## config.mk

```make
export PLATFORM = sky130hd
export DESIGN_NAME = fetch_queue
export DESIGN_NICKNAME = d
export VERILOG_FILES = /design/src/rtl/fetch_queue.sv
export SDC_FILE = /design/constraint.sdc
export NUM_CORES = 1
export LEC_CHECK = 0
export ABC_CLOCK_PERIOD_IN_PS = 3800
export BUFFER_PORTS_ARGS = -buffer_cell sky130_fd_sc_hd__buf_4
export CAP_MARGIN = 20
export CORE_ASPECT_RATIO = 0.6
export CORE_MARGIN = 1
export CORE_UTILIZATION = 38
export DETAILED_ROUTE_END_ITERATION = 7
export HOLD_SLACK_MARGIN = 0.02
export PLACE_DENSITY = 0.61
export SLEW_MARGIN = 20
export SYNTH_ARGS = -nofsm -noshare
export SYNTH_HDL_FRONTEND = slang
export SYNTH_SLANG_ARGS = --single-unit
```

## constraint.sdc

```tcl
create_clock -name clk -period 3.8 [get_ports clk]
set_input_delay 0.57 -clock clk [delete_from_list [all_inputs] [get_ports clk]]
set_output_delay 0.57 -clock clk [all_outputs]
set_load 0.02 [all_outputs]
```

## src/rtl/fetch_queue.sv

```systemverilog
// Fetch stage: PC register feeding a DEPTH-entry prefetch FIFO of {pc, instr} pairs for decode.
// A taken branch from EX redirects the PC and empties the queue in the same cycle.
module fetch_queue #(
    parameter int            N        = 64,
    parameter int            DEPTH    = 4,
    parameter logic [N-1:0]  RESET_PC = '0
) (
    input  logic                         clk,
    input  logic                         reset,
    output logic [N-1:0]                 IM_addr,
    input  logic [31:0]                  IM_readData,
    input  logic                         PCSrc,
    input  logic [N-1:0]                 PCBranch_E,
    input  logic                         stall_D,
    output logic                         valid_D,
    output logic [31:0]                  instr_D,
    output logic [N-1:0]                 pc_D,
    output logic [$clog2(DEPTH+1)-1:0]   count,
    output logic [31:0]                  stall_cnt
);

    localparam int             PW   = $clog2(DEPTH);
    localparam int             CW   = $clog2(DEPTH+1);
    localparam logic [CW-1:0]  FULL = CW'(DEPTH);

    logic [N-1:0]   r_pc;
    logic [PW-1:0]  r_rd_ptr;
    logic [PW-1:0]  r_wr_ptr;
    logic [CW-1:0]  r_count;
    logic [31:0]    r_stall_cnt;
    logic [N-1:0]   r_pc_mem  [DEPTH];
    logic [31:0]    r_ins_mem [DEPTH];

    logic           w_valid;
    logic           w_pop;
    logic           w_push;
    logic [CW-1:0]  w_push_ext;
    logic [CW-1:0]  w_pop_ext;

    // Handshake: decode consumes the head on any cycle where valid_D=1 and stall_D=0,
    // unless PCSrc=1, in which case the head is discarded along with the rest of the queue.
    assign w_valid    = (r_count != '0);
    assign w_pop      = w_valid & ~stall_D & ~PCSrc;
    assign w_push     = ~PCSrc & ((r_count != FULL) | w_pop);
    assign w_push_ext = {{(CW-1){1'b0}}, w_push};
    assign w_pop_ext  = {{(CW-1){1'b0}}, w_pop};

    always_ff @(posedge clk or negedge reset) begin
        if (!reset) begin
            r_pc        <= RESET_PC;
            r_rd_ptr    <= '0;
            r_wr_ptr    <= '0;
            r_count     <= '0;
            r_stall_cnt <= '0;
        end else if (PCSrc) begin
            r_pc     <= PCBranch_E;
            r_rd_ptr <= '0;
            r_wr_ptr <= '0;
            r_count  <= '0;
        end else begin
            if (w_push) begin
                r_pc     <= r_pc + N'(4);
                r_wr_ptr <= r_wr_ptr + PW'(1);
            end
            if (w_pop) begin
                r_rd_ptr <= r_rd_ptr + PW'(1);
            end
            r_count <= r_count + w_push_ext - w_pop_ext;
            if (w_valid && stall_D && (r_stall_cnt != 32'hFFFF_FFFF)) begin
                r_stall_cnt <= r_stall_cnt + 32'd1;
            end
        end
    end

    // Storage needs no reset: entries are only observed through the valid-gated head.
    always_ff @(posedge clk) begin
        if (w_push) begin
            r_pc_mem[r_wr_ptr]  <= r_pc;
            r_ins_mem[r_wr_ptr] <= IM_readData;
        end
    end

    assign IM_addr   = r_pc;
    assign valid_D   = w_valid;
    assign instr_D   = w_valid ? r_ins_mem[r_rd_ptr] : 32'h0;
    assign pc_D      = w_valid ? r_pc_mem[r_rd_ptr] : '0;
    assign count     = r_count;
    assign stall_cnt = r_stall_cnt;

endmodule

```

==> summary.txt <==
Fin worst setup slack - 0.433 ns
Final Slew Violations - 0
Synth Flop Type - edfxtp_1
Gpl congestion - 0.907
Root Buffer - clkbuf_16
Crit path time final - 3.37 ns
Netlist Area Pre-Place - 20300 um2
Later-pin clock latency in the skew report - 0.57 ns
R2R cell count - 5
Setup Crit Path Kind - reg -> out
Gate Count Post-Synth - 1256
Avg WL per Cell - 23.4 um
CTS Buf Count - 47
Rel. slew slack - 37.4%
Setup crit end kind - output port
Final #Nets - 1693
Actual slew at the worst max-slew pin - 0.926 ns
Final hold viol count - 0
Status - finished, final reports clean
Post-DP HPWL - 36900 um
Post CTS Setup Buffer Count - 0
Fmax achieved - 0.297 GHz
Synth top area cells - edfxtp_1 (57%), dfrtp_1 (13%), mux4_2 (11%)
GRT Resource Usage Total - 20.2%
Hold-fix buffers, CTS - 0
Worst path cell trace - buf_4 > mux4_2 > and2_1 > buf_4
Initial DRC count - 1096
Core Rows - 65
Async set-reset flop share out of synthesis - 21.1%
Mean cell area of the mapped netlist - 16.2 um2
Post-CTS sizing - 0
I/O pins - 296
First-pass GRT wire length - 81600 um
Yosys top cell area share - 56.8%
Largest net degree at the start of global routing - 75
Synth area leader - edfxtp_1
EDFF count, synth - 384
Count of final setup violators - 0
Worst Path Buf+Inv - 2
Critical path's slowest cell - dfrtp_4
Syn. warnings - 0
Maximum root-to-sink buffer count - 3
Vias in the first global route - 12700
Max_cap viols - 0
Initial antenna violation count - 1
CP Launch Type - register
Grt total ovfl - 0
Fillers - 4564
Req. time, crit path - 3.23 ns
Synthesized flop and latch total - 487
Max Clock Skew - 0.0238 ns
CTS tree - done
Power per cell area - 680 nW/um2
H-tree Lvls - 2
RSZ-0062 raised after global routing - no
Die H - 181 um
Sink Count - 487
Clk slew on worst S/H paths - 0.07 ns
DRT antenna net count - 0
Share of layout cells above drive strength 1 - 31.9%
Die width - 300 um
P_leak - 8.94 nW
CP top delay family - flip-flops
Area Overhead vs Synth - 23.9%
Crit path top cell by count - buf_4
Final WL - 54400 um
Sequential fraction of the synthesis area - 69.5%
Routed vias - 12600
Setup WS pre-CTS - 0.804 ns
Final worst path period share - 88.6%
Peak VDD IR - 0.427 mV
TNS Setup - 0 ns
Critical Path AT - 2.80 ns
Worst hold path class - in -> async
Crit path depth - 4
Worst path max stage delay - 0.96 ns
DRT Pass-1 Iters - 5
Synth unique cells - 47
Mapped Nets - 1365
Die area - 54400 um2
DRC errors left - 0
Vias per Instance - 5.43
Max FO, Critical Path - 31
Initial core utilization - 38.6%
Min Hold Slack - 0.0612 ns
Area of the core - 52600 um2
PortBufs - 295
-- cells in the final DEF (no fill, tap or decap), drive strengths merged, types with 12 or more instances in the layout --
cell / count
o31ai: 18
buf: 341
clkinv: 14
nand4: 50
nor4: 14
nor2: 53
dfrtp: 103
nand3: 38
o21ai: 41
mux4: 96
a31oi: 25
xnor2: 41
nor3: 12
inv: 13
and3: 19
or3: 12
nand2: 68
xor2: 22
and4: 14
and2: 102
edfxtp: 384
or4: 25
clkbuf: 66
-- metal layers --
metal | up-vias | wire, um | track usage, %
met5 | - | 0 | 0
met4 | 0 | 1180 | 5.10
met3 | 79 | 4150 | 4.18
met2 | 466 | 24900 | 30.5
met1 | 6484 | 24100 | 29.6
li1 | 5598 | - | -
-- where the power goes --
part           switching [mW]  leakage, nW  internal, mW
clock network            1.97        0.728          2.61
logic                    2.91         3.41          2.46
registers               0.527         4.79          6.61
-- final timing paths --
| path | startpoint | slack, ns | end |
|---|---|---|---|
| max reg2reg | IM_addr[10]$_DFFE_PN0N_ | 0.80 | IM_addr[47]$_DFFE_PN0N_ |
| min reg2reg | stall_cnt[7]$_DFFE_PN0P_ | 0.51 | stall_cnt[7]$_DFFE_PN0P_ |
| max in group asynchronous | reset | 2.98 | stall_cnt[27]$_DFFE_PN0P_ |
| max | r_rd_ptr[0]$_DFFE_PN0P_ | 0.43 | pc_D[11] |
| min | reset | 0.06 | stall_cnt[20]$_DFFE_PN0P_ |
| min in group clk | IM_readData[29] | 0.20 | r_ins_mem[1][29]$_DFFE_PP_ |
-- through the flow --
step / area, um2 / std cells / power [mW] / util (%)
after global routing: 25100 / 2323 / 17.9 / 47.8
after floorplan: 20300 / 1256 / 10.2 / -
final: 25100 / 2325 / 17.1 / 47.8
after detailed placement: 23600 / 2238 / 12.7 / 44.9
after global placement: 23600 / 2238 / 12.6 / 44.9
after CTS: 25100 / 2323 / 17.3 / 47.8
-- final cells by class --
class	count	area [um2]	area share (%)
timing repair buffer	341	2700	10.7
clock inverter	19	184	0.731
sequential	487	14100	56.1
inverter	12	46.3	0.184
clock buffer	66	1310	5.21
tap	703	880	3.50
antenna	2	5.00	0.0199
multi-input combinational	695	5900	23.5
-- synthesized netlist by cell type, types with 14 or more instances --
| master | number |
|---|---|
| and3_1 | 19 |
| mux4_2 | 96 |
| xor2_1 | 22 |
| edfxtp_1 | 384 |
| nor4_1 | 14 |
| clkbuf_1 | 45 |
| nor2_1 | 53 |
| nand3_1 | 38 |
| or4_1 | 25 |
| o21ai_0 | 41 |
| o31ai_1 | 18 |
| nand2_1 | 68 |
| and4_1 | 14 |
| a31oi_1 | 25 |
| xnor2_1 | 41 |
| and2_1 | 102 |
| dfrtp_1 | 103 |
| nand4_1 | 49 |
-- state kept, by name, summed over array words and instances, names as in the netlist --
name	flops
IM_addr	64
count	3
r_ins_mem	128
r_pc_mem	256
r_rd_ptr	2
r_wr_ptr	2
stall_cnt	32
-- logic make-up after synthesis --
family                   share of synthesized area [%]
XOR/XNOR                                          2.72
adder cells (fa/ha/maj)                          0.592
multiplexers                                      10.9
buffers and inverters                             1.47
flip-flops                                        69.5
AO/OA/AOI/OAI                                     3.02
AND/OR/NAND/NOR                                   11.7
No activity file was read; power rests on OpenSTA's default activity.
